File: src/rtl/muldiv_pkg.sv
// Shared encodings and constants for the iterative multiply/divide unit.
// The signed variant is enabled by defining MULDIV_SIGNED_EN.
package muldiv_pkg;

    localparam int DEF_WIDTH = 32;

    function automatic int last_step(input int w);
        return w - 1;
    endfunction

    localparam int STEP_LAST = last_step(DEF_WIDTH);

    typedef enum logic [1:0] {
        OP_MULTU = 2'b00,
        OP_MULT  = 2'b01,
        OP_DIVU  = 2'b10,
        OP_DIV   = 2'b11
    } op_e;

    typedef enum logic [1:0] {
        S_IDLE = 2'b00,
        S_CALC = 2'b01,
        S_FIX  = 2'b10,
        S_DONE = 2'b11
    } state_e;

    // Per-operation control captured at START and consumed in FIX.
    typedef struct packed {
        logic is_div;
        logic neg_res;
        logic neg_rem;
    } op_ctl_t;

endpackage

File: src/rtl/muldiv_abs.sv
// Combinational two's-complement conditional negate (abs when neg = sign bit).
// Only built with MULDIV_SIGNED_EN.
`ifdef MULDIV_SIGNED_EN
module muldiv_abs #(
    parameter int W = 32
) (
    input  logic [W-1:0] val,
    input  logic         neg,
    output logic [W-1:0] res
);

    assign res = neg ? (~val + W'(1)) : val;

endmodule
`endif

File: src/rtl/muldiv_unit.sv
// Iterative 32-step shift-add multiply / restoring divide with HI/LO result registers.
// Define MULDIV_SIGNED_EN to honour OP[0] (signed MULT/DIV); otherwise all ops are unsigned.
module muldiv_unit
    import muldiv_pkg::*;
#(
    parameter int WIDTH = DEF_WIDTH
) (
    input  logic             CLK,
    input  logic             RST_N,
    input  logic             START,
    input  logic [1:0]       OP,
    input  logic [WIDTH-1:0] A,
    input  logic [WIDTH-1:0] B,
    output logic             BUSY,
    output logic             DONE,
    output logic             DIV_ZERO,
    output logic [WIDTH-1:0] HI,
    output logic [WIDTH-1:0] LO
);

    localparam int CNT_W = $clog2(WIDTH);
    localparam logic [CNT_W-1:0] LAST = CNT_W'(last_step(WIDTH));

    state_e             state, state_nxt;
    logic [CNT_W-1:0]   cnt;
    logic [2*WIDTH-1:0] acc;
    logic [WIDTH-1:0]   opb;
    op_ctl_t            ctl;

    logic               in_signed;
    logic               div_zero_req;
    logic [WIDTH-1:0]   a_mag, b_mag;
    logic [WIDTH-1:0]   mul_addend;
    logic [WIDTH:0]     mul_sum, div_trial, div_diff;
    logic               div_ge;
    logic [2*WIDTH-1:0] acc_step;
    logic [2*WIDTH-1:0] prod_fix;
    logic [WIDTH-1:0]   quo_fix, rem_fix;
    logic [WIDTH-1:0]   fix_hi, fix_lo;

    assign div_zero_req = START & OP[1] & (B == '0);

`ifdef MULDIV_SIGNED_EN
    assign in_signed = OP[0];

    muldiv_abs #(.W(WIDTH)) u_abs_a (.val(A), .neg(in_signed & A[WIDTH-1]), .res(a_mag));
    muldiv_abs #(.W(WIDTH)) u_abs_b (.val(B), .neg(in_signed & B[WIDTH-1]), .res(b_mag));

    muldiv_abs #(.W(2*WIDTH)) u_neg_prod (.val(acc), .neg(ctl.neg_res), .res(prod_fix));
    muldiv_abs #(.W(WIDTH)) u_neg_quo (.val(acc[WIDTH-1:0]), .neg(ctl.neg_res), .res(quo_fix));
    muldiv_abs #(.W(WIDTH)) u_neg_rem (.val(acc[2*WIDTH-1:WIDTH]), .neg(ctl.neg_rem), .res(rem_fix));
`else
    logic cfg_unused;

    assign in_signed  = 1'b0;
    assign a_mag      = A;
    assign b_mag      = B;
    assign prod_fix   = acc;
    assign quo_fix    = acc[WIDTH-1:0];
    assign rem_fix    = acc[2*WIDTH-1:WIDTH];
    assign cfg_unused = ^{OP[0], ctl.neg_res, ctl.neg_rem};
`endif

    // Multiply: multiplier sits in acc low half and shifts out as the product shifts in.
    assign mul_addend = acc[0] ? opb : '0;
    assign mul_sum    = {1'b0, acc[2*WIDTH-1:WIDTH]} + {1'b0, mul_addend};

    // Divide: acc = {remainder, dividend/quotient}; remainder < divisor keeps the MSB a clean borrow.
    assign div_trial  = {acc[2*WIDTH-1:WIDTH], acc[WIDTH-1]};
    assign div_diff   = div_trial - {1'b0, opb};
    assign div_ge     = ~div_diff[WIDTH];

    assign acc_step = ctl.is_div
                    ? {(div_ge ? div_diff[WIDTH-1:0] : div_trial[WIDTH-1:0]), acc[WIDTH-2:0], div_ge}
                    : {mul_sum, acc[WIDTH-1:1]};

    assign fix_hi = ctl.is_div ? rem_fix : prod_fix[2*WIDTH-1:WIDTH];
    assign fix_lo = ctl.is_div ? quo_fix : prod_fix[WIDTH-1:0];

    always_ff @(posedge CLK or negedge RST_N) begin
        if (!RST_N) state <= S_IDLE;
        else        state <= state_nxt;
    end

    always_comb begin
        state_nxt = state;
        case (state)
            S_IDLE: if (START) state_nxt = div_zero_req ? S_DONE : S_CALC;
            S_CALC: if (cnt == LAST) state_nxt = S_FIX;
            S_FIX:  state_nxt = S_DONE;
            S_DONE: state_nxt = S_IDLE;
            default: state_nxt = S_IDLE;
        endcase
    end

    always_ff @(posedge CLK or negedge RST_N) begin
        if (!RST_N) begin
            cnt      <= '0;
            acc      <= '0;
            opb      <= '0;
            ctl      <= '0;
            HI       <= '0;
            LO       <= '0;
            DIV_ZERO <= 1'b0;
            BUSY     <= 1'b0;
            DONE     <= 1'b0;
        end else begin
            BUSY <= (state_nxt != S_IDLE);
            DONE <= (state_nxt == S_DONE);
            case (state)
                S_IDLE: if (START) begin
                    cnt         <= '0;
                    acc         <= {{WIDTH{1'b0}}, a_mag};
                    opb         <= b_mag;
                    ctl.is_div  <= OP[1];
                    ctl.neg_res <= in_signed & (A[WIDTH-1] ^ B[WIDTH-1]);
                    ctl.neg_rem <= in_signed & A[WIDTH-1];
                    DIV_ZERO    <= div_zero_req;
                    // Divide by zero bypasses CALC/FIX, so the result is loaded here.
                    if (div_zero_req) begin
                        HI <= A;
                        LO <= '1;
                    end
                end
                S_CALC: begin
                    acc <= acc_step;
                    cnt <= cnt + 1'b1;
                end
                S_FIX: begin
                    HI <= fix_hi;
                    LO <= fix_lo;
                end
                default: ;
            endcase
        end
    end

endmodule

File: config.mk
export PLATFORM = sky130hd
export DESIGN_NAME = muldiv_unit
export DESIGN_NICKNAME = d
export VERILOG_FILES = /design/src/rtl/muldiv_pkg.sv /design/src/rtl/muldiv_abs.sv /design/src/rtl/muldiv_unit.sv
export SDC_FILE = /design/constraint.sdc
export NUM_CORES = 1
export LEC_CHECK = 0
export CELL_PAD_IN_SITES_DETAIL_PLACEMENT = 1
export CELL_PAD_IN_SITES_GLOBAL_PLACEMENT = 2
export CORE_ASPECT_RATIO = 0.75
export CORE_MARGIN = 2
export CORE_UTILIZATION = 38
export DETAILED_ROUTE_END_ITERATION = 6
export GPL_ROUTABILITY_DRIVEN = 0
export PLACE_DENSITY_LB_ADDON = 0.08
export SLEW_MARGIN = 40
export SYNTH_ARGS = -nofsm -noshare
export SYNTH_HDL_FRONTEND = slang
export SYNTH_SLANG_ARGS = --single-unit
export TNS_END_PERCENT = 30
File: constraint.sdc
create_clock -name CLK -period 5.3 [get_ports CLK]
set_input_delay 0.53 -clock CLK [delete_from_list [all_inputs] [get_ports CLK]]
set_output_delay 0.53 -clock CLK [all_outputs]
set_load 0.05 [all_outputs]
---- Word level (Yosys, flattened, before mapping) ----
Cells that the tools add are included.
storage, ports and cells
  register bits after elaboration ......... 171
  bits of input ports ..................... 69
operators by class
  add/sub/neg operators ................... 3
  equal/unequal tests ..................... 7
  muxes and demuxes ....................... 17
  bitwise logic cells ..................... 3
  reductions and logical operators ........ 8
operators with widths
  cell                                                             number
  32-bit two-way mux                                               6
  64-bit two-way mux                                               2
  32-bit case mux with 2 select lines                              2
  64-bit case mux with 2 select lines                              1
  32-bit by 32-bit adder with 33-bit output                        1
  33-bit by 32-bit subtractor with 33-bit output                   1
  32-bit zero test                                                 1
  5-bit case mux with 2 select lines                               1
  2-bit case mux with 4 select lines                               1
  2-bit == test, second input constant                             3
  2-bit two-way mux                                                3
  2-bit nonzero test                                               3
  5-bit by 1-bit adder with 5-bit output, second input constant    1
  5-bit == test, second input constant                             1
  5-bit two-way mux                                                1
  2-bit inequality test, second input constant                     2
  2-bit AND reduction                                              2
  3-bit AND reduction                                              1
  1-bit AND                                                        2
  2-bit by 1-bit == test with 1-bit output, second input constant  1
  2-bit zero test                                                  1
  1-bit NOT                                                        1

---- Longest topological paths before layout ----
  depth in word-level cells ............... 6
  mapped depth ............................ 14

---- Worst setup path after synthesis ----
OpenSTA, ideal clock, no wires.
  kind .................................... register to register
  start ................................... reg acc[0]
  end ..................................... reg acc[63]
  data arrival time ....................... 3.014 ns
  required time ........................... 5.212 ns
  setup slack ............................. 2.198 ns
  stages on the path, launching flop included .. 14
  buffers on the path ..................... 0
  period minus slack after synthesis ...... 3.102 ns
  path through ............................ dfrtp_1 -> and2_1 -> ha_1 -> inv_1 -> fa_1 -> and2b_1 -> o31a_1 -> o21ai_1 -> o21a_1 -> o31ai_1 -> o221ai_1 -> o211a_1 -> o31a_1 -> a41oi_1
on the way
  cells in the longest elaborated chain, start to end .. 4
ends and longest elaborated chain
  item                                       line                text
  start: declaration                         muldiv_unit.sv:26   logic [2*WIDTH-1:0] acc;
  start signal: assignment                   muldiv_unit.sv:113  acc <= {{WIDTH{1'b0}}, a_mag};
  start signal: assignment                   muldiv_unit.sv:126  acc <= acc_step;
  32-bit two-way mux                         muldiv_unit.sv:65   assign mul_addend = acc[0] ? opb : '0;
  32-bit by 32-bit adder with 33-bit output  muldiv_unit.sv:66   assign mul_sum = {1'b0, acc[2*WIDTH-1:WIDTH]} + {1'b0, mul_addend};
  64-bit two-way mux                         muldiv_unit.sv:74   ? {(div_ge ? div_diff[WIDTH-1:0] : div_trial[WIDTH-1:0]), acc[WIDTH-2:0], div_ge}
  64-bit case mux with 2 select lines        muldiv_unit.sv:110  case (state)
Every way passes these cells.
A chain may end at the register's enable or synchronous reset.

---- Worst setup path after layout ----
  start ................................... reg acc[31]
  end ..................................... reg acc[33]
on the way
  cells in the longest elaborated chain, start to end .. 4
ends and longest elaborated chain
  item                                            line                text
  33-bit by 32-bit subtractor with 33-bit output  muldiv_unit.sv:70   assign div_diff = div_trial - {1'b0, opb};
  32-bit two-way mux                              muldiv_unit.sv:74
  64-bit two-way mux                              muldiv_unit.sv:74
  64-bit case mux with 2 select lines             muldiv_unit.sv:110
Every way passes these cells.

==> metrics.md <==
| Metric | Value |
|---|---|
| Final Routed Wirelength | `~40,000 um` |
| Boundary pin count | `roughly 140` |
| Total Routing Usage GR | `0.2586` |
| Sequential area share after synthesis | `0.3759` |
| Mean cell area of the mapped netlist | `about 8.7 um^2` |
| Critical path start-end classification | `reg -> reg` |
| Status | `complete, no violations` |
| H-tree levels | `4` |
| Synthesized net count | `1,445` |
| Total design power | `approximately 11 mW` |
| Slew at the pin with the worst max-slew slack | `about 0.78 ns` |
| Core box area | `about 29,000 um^2` |
| Cells taking the most area after synthesis | `sky130_fd_sc_hd__dfrtp_1 (38%), sky130_fd_sc_hd__ha_1 (7.3%), sky130_fd_sc_hd__nand2_1 (5.6%)` |
| Cell type with the largest total area after synthesis | `sky130_fd_sc_hd__dfrtp_1` |
| Number of iterations in the first detailed-routing pass | `5` |
| Required time of the critical path | `5.65 ns` |
| Width of the chip | `approximately 200 um` |
| Cell area after synthesis | `between 10,000 and 15,000 um^2` |
| Largest net degree at the start of global routing | `slightly below 100` |
| Worst-Skew Late Latency | `0.46 ns` |
| Clock-pin slew on the worst setup and hold paths | `roughly 0.070 ns` |
| Post-synthesis instance total | `around 1,300` |
| Mean routed wirelength per cell | `approximately 22 um` |
| Final worst-path cycle share | `0.7820` |
| Area of combinational cells with multiple inputs | `about 6600 um^2` |
| Number of flops mapped to enable cells by yosys | `0` |
| CP Launch Type | `flip-flop` |
| HP Class | `reg -> reg` |
| Initial antenna violation count | `3` |
| Hold Violations, Final | `0` |
| Filler instances | `3,453` |
| Static leakage | `5.947 nW` |
| Clock sinks | `roughly 170` |
| Residual DRC count | `0` |
| Via count | `a little over 10,000` |
| Area share of the largest cell type after synthesis | `0.3759` |
| Seq. cell area | `between 4000 and 5000 um^2` |
| Top flip-flop cell by instance count after synthesis | `sky130_fd_sc_hd__dfrtp_1` |
| Final clock skew | `between 0.009 and 0.01 ns` |
| Total Neg Setup Slack | `0 ns` |
| RSZ-0062 raised after global routing | `no` |
| Detailed placement HPWL | `28,570 um` |
| Vias in the first global route | `between 10,000 and 15,000` |
| Max Cap Viol | `0` |
| Number of rows in the core area | `54` |
| Worst reg2reg path depth | `13` |
| Remaining max-slew budget at the tightest pin | `0.4773` |
| Fraction of layout instances using a drive strength above 1 | `0.04600` |
| Peak Freq | `between 200 and 250 MHz` |
| Max VDD drop | `approximately 0.32 mV` |
| Total power divided by cell area | `766.1 nW/um^2` |
| CTS buffer count | `17` |
| Cell at the root of the clock tree | `sky130_fd_sc_hd__clkbuf_16` |
| Number of nets in the layout | `~1,500` |
| Layout Area Growth over Synthesis | `20.48%` |
| CTS Buffer Depth | `2` |
| Async set-reset flop share out of synthesis | `1.000` |
| Shortest clock period the worst path allows after layout | `~4.1 ns` |
| Final Max Tran Viols | `0` |
| Cells on Worst Hold Path | `1` |
| Crit path capture type | `flip-flop` |
| Leftover overflow at the end of global routing | `0` |
| Final cell utilization of the core | `0.4687` |
| Post-synthesis register bit count | `between 150 and 200` |
| Final setup violation count | `0` |
| Worst Path Arrival | `~4.5 ns` |
| Die height | `153.9 um` |
| CP Max Fanout | `29` |
| Clock tree from TritonCTS | `built` |
| Overall die area | `31,370 um^2` |
| Commonest non-fill, non-tap cells in the layout | `sky130_fd_sc_hd__dfrtp_1 (170), sky130_fd_sc_hd__nand2_1 (170), sky130_fd_sc_hd__clkdlybuf4s50_1 (133)` |
| Total number of yosys warnings | `0` |
| Starting Density | `0.3891` |
| Global-route wire length before repair | `around 63,000 um` |
| Post-detailed-route count of antenna-violating nets | `0` |
| Vias per inst | `around 5.7` |
| Number of port buffers | `between 100 and 150` |
| Count of distinct cell types in the synthesized netlist | `70` |
| First DRT Iteration DRCs | `652` |
-- cells by family (layout without fill, tap and decap cells) --
group,count (synthesis),count (layout),synth area share
XOR/XNOR,50,50,0.03847
adder cells (fa/ha/maj),68,68,0.07607
multiplexers,58,58,0.05145
flip-flops,171,171,0.3759
buffers and inverters,125,230,0.04430
other,0,1,0
AND/OR/NAND/NOR,413,413,0.1698
AO/OA/AOI/OAI,423,423,0.2439
-- Yosys cell counts, types with 19 or more instances --
| master | count |
|---|---|
| sky130_fd_sc_hd__xor2_1 | 26 |
| sky130_fd_sc_hd__ha_1 | 66 |
| sky130_fd_sc_hd__xnor2_1 | 24 |
| sky130_fd_sc_hd__nor2b_1 | 42 |
| sky130_fd_sc_hd__clkbuf_1 | 63 |
| sky130_fd_sc_hd__o21ai_0 | 67 |
| sky130_fd_sc_hd__nor2_1 | 84 |
| sky130_fd_sc_hd__o22a_1 | 32 |
| sky130_fd_sc_hd__a22oi_1 | 19 |
| sky130_fd_sc_hd__inv_1 | 46 |
| sky130_fd_sc_hd__a211oi_1 | 39 |
| sky130_fd_sc_hd__o21ai_1 | 31 |
| sky130_fd_sc_hd__dfrtp_1 | 171 |
| sky130_fd_sc_hd__and2_1 | 33 |
| sky130_fd_sc_hd__a21oi_1 | 94 |
| sky130_fd_sc_hd__a31oi_1 | 36 |
| sky130_fd_sc_hd__a21o_1 | 19 |
| sky130_fd_sc_hd__mux2i_1 | 57 |
| sky130_fd_sc_hd__nand2_1 | 170 |
-- power by group --
part / switching [mW] / internal, mW
clock network: 0.635 / 0.632
registers: 0.593 / 1.81
logic: 4.12 / 2.72
total: 5.35 / 5.16
-- per-stage QoR --
step / cells / instance area (um^2) / hold WS (ns) / setup slack (ns)
after floorplan: 1308 / 11380 / 0.2344 / 2.198
after global placement: 1769 / 13050 / 0.4717 / 1.246
after detailed placement: 1771 / 13100 / 0.4861 / 1.214
after CTS: 1803 / 13670 / 0.1474 / 1.177
after global routing: 1805 / 13710 / 0.5290 / 0.9706
final: 1806 / 13710 / 0.4969 / 1.155
-- timing repair --
item / 4_1_cts / 5_1_grt
resized for setup: 0 / 0
hold buffers: 0 / 1
buffers inserted: 0 / 0
hold endpoints to repair: 0 / 29
endpoints found under the setup margin: 0 / 0
-- state kept, by name, summed over array words and instances (netlist names) --
register / count
acc: 64
HI: 32
LO: 32
opb: 32
cnt: 5
state: 2
BUSY: 1
DIV_ZERO: 1
DONE: 1
ctl: 1
-- area by class of cell --
type	count	share of cell area
antenna	1	0.0001825
clock buffer	18	0.03203
clock inverter	14	0.009307
inverter	46	0.01259
multi-input combinational	1012	0.4841
sequential	171	0.3121
tap	392	0.03577
timing repair buffer	152	0.1139
-- worst paths after layout --
path	from	slack [ns]	end
setup reg to reg	acc[31]$_DFFE_PN0P_	1.16	acc[33]$_DFFE_PN0P_
max in group asynchronous	RST_N	3.65	HI[29]$_DFFE_PN0P_
hold / removal	cnt[3]$_DFFE_PN0P_	0.50	cnt[3]$_DFFE_PN0P_
min in group asynchronous	RST_N	0.53	opb[10]$_DFFE_PN0P_
hold reg to reg	cnt[3]$_DFFE_PN0P_	0.50	cnt[3]$_DFFE_PN0P_
setup / recovery	acc[31]$_DFFE_PN0P_	1.16	acc[33]$_DFFE_PN0P_
-- critical path, stage by stage, from the launching register on --
cell and delay (ns):
sky130_fd_sc_hd__dfrtp_1 0.37, sky130_fd_sc_hd__inv_1 0.10, sky130_fd_sc_hd__ha_1 0.24, sky130_fd_sc_hd__fa_1 0.43, sky130_fd_sc_hd__nor2b_1 0.23, sky130_fd_sc_hd__o31ai_1 0.14
sky130_fd_sc_hd__a21oi_1 0.33, sky130_fd_sc_hd__a31oi_1 0.30, sky130_fd_sc_hd__o21ai_1 0.45, sky130_fd_sc_hd__a31oi_2 0.25, sky130_fd_sc_hd__xnor2_2 0.17, sky130_fd_sc_hd__buf_4 0.51
sky130_fd_sc_hd__mux2i_1 0.16, sky130_fd_sc_hd__a221o_1 0.33
-- routing by layer --
layer / routed length [um] / part of all wire / up-vias / global-route usage
met5: 41 / 0.0010 / - / 0
met4: 826 / 0.021 / 6 / 0.07786
met3: 1507 / 0.038 / 51 / 0.04705
met2: 17380 / 0.44 / 169 / 0.3937
met1: 19600 / 0.50 / 5210 / 0.3723
li1: - / - / 4914 / -
Power figures use the tool's default switching activity.
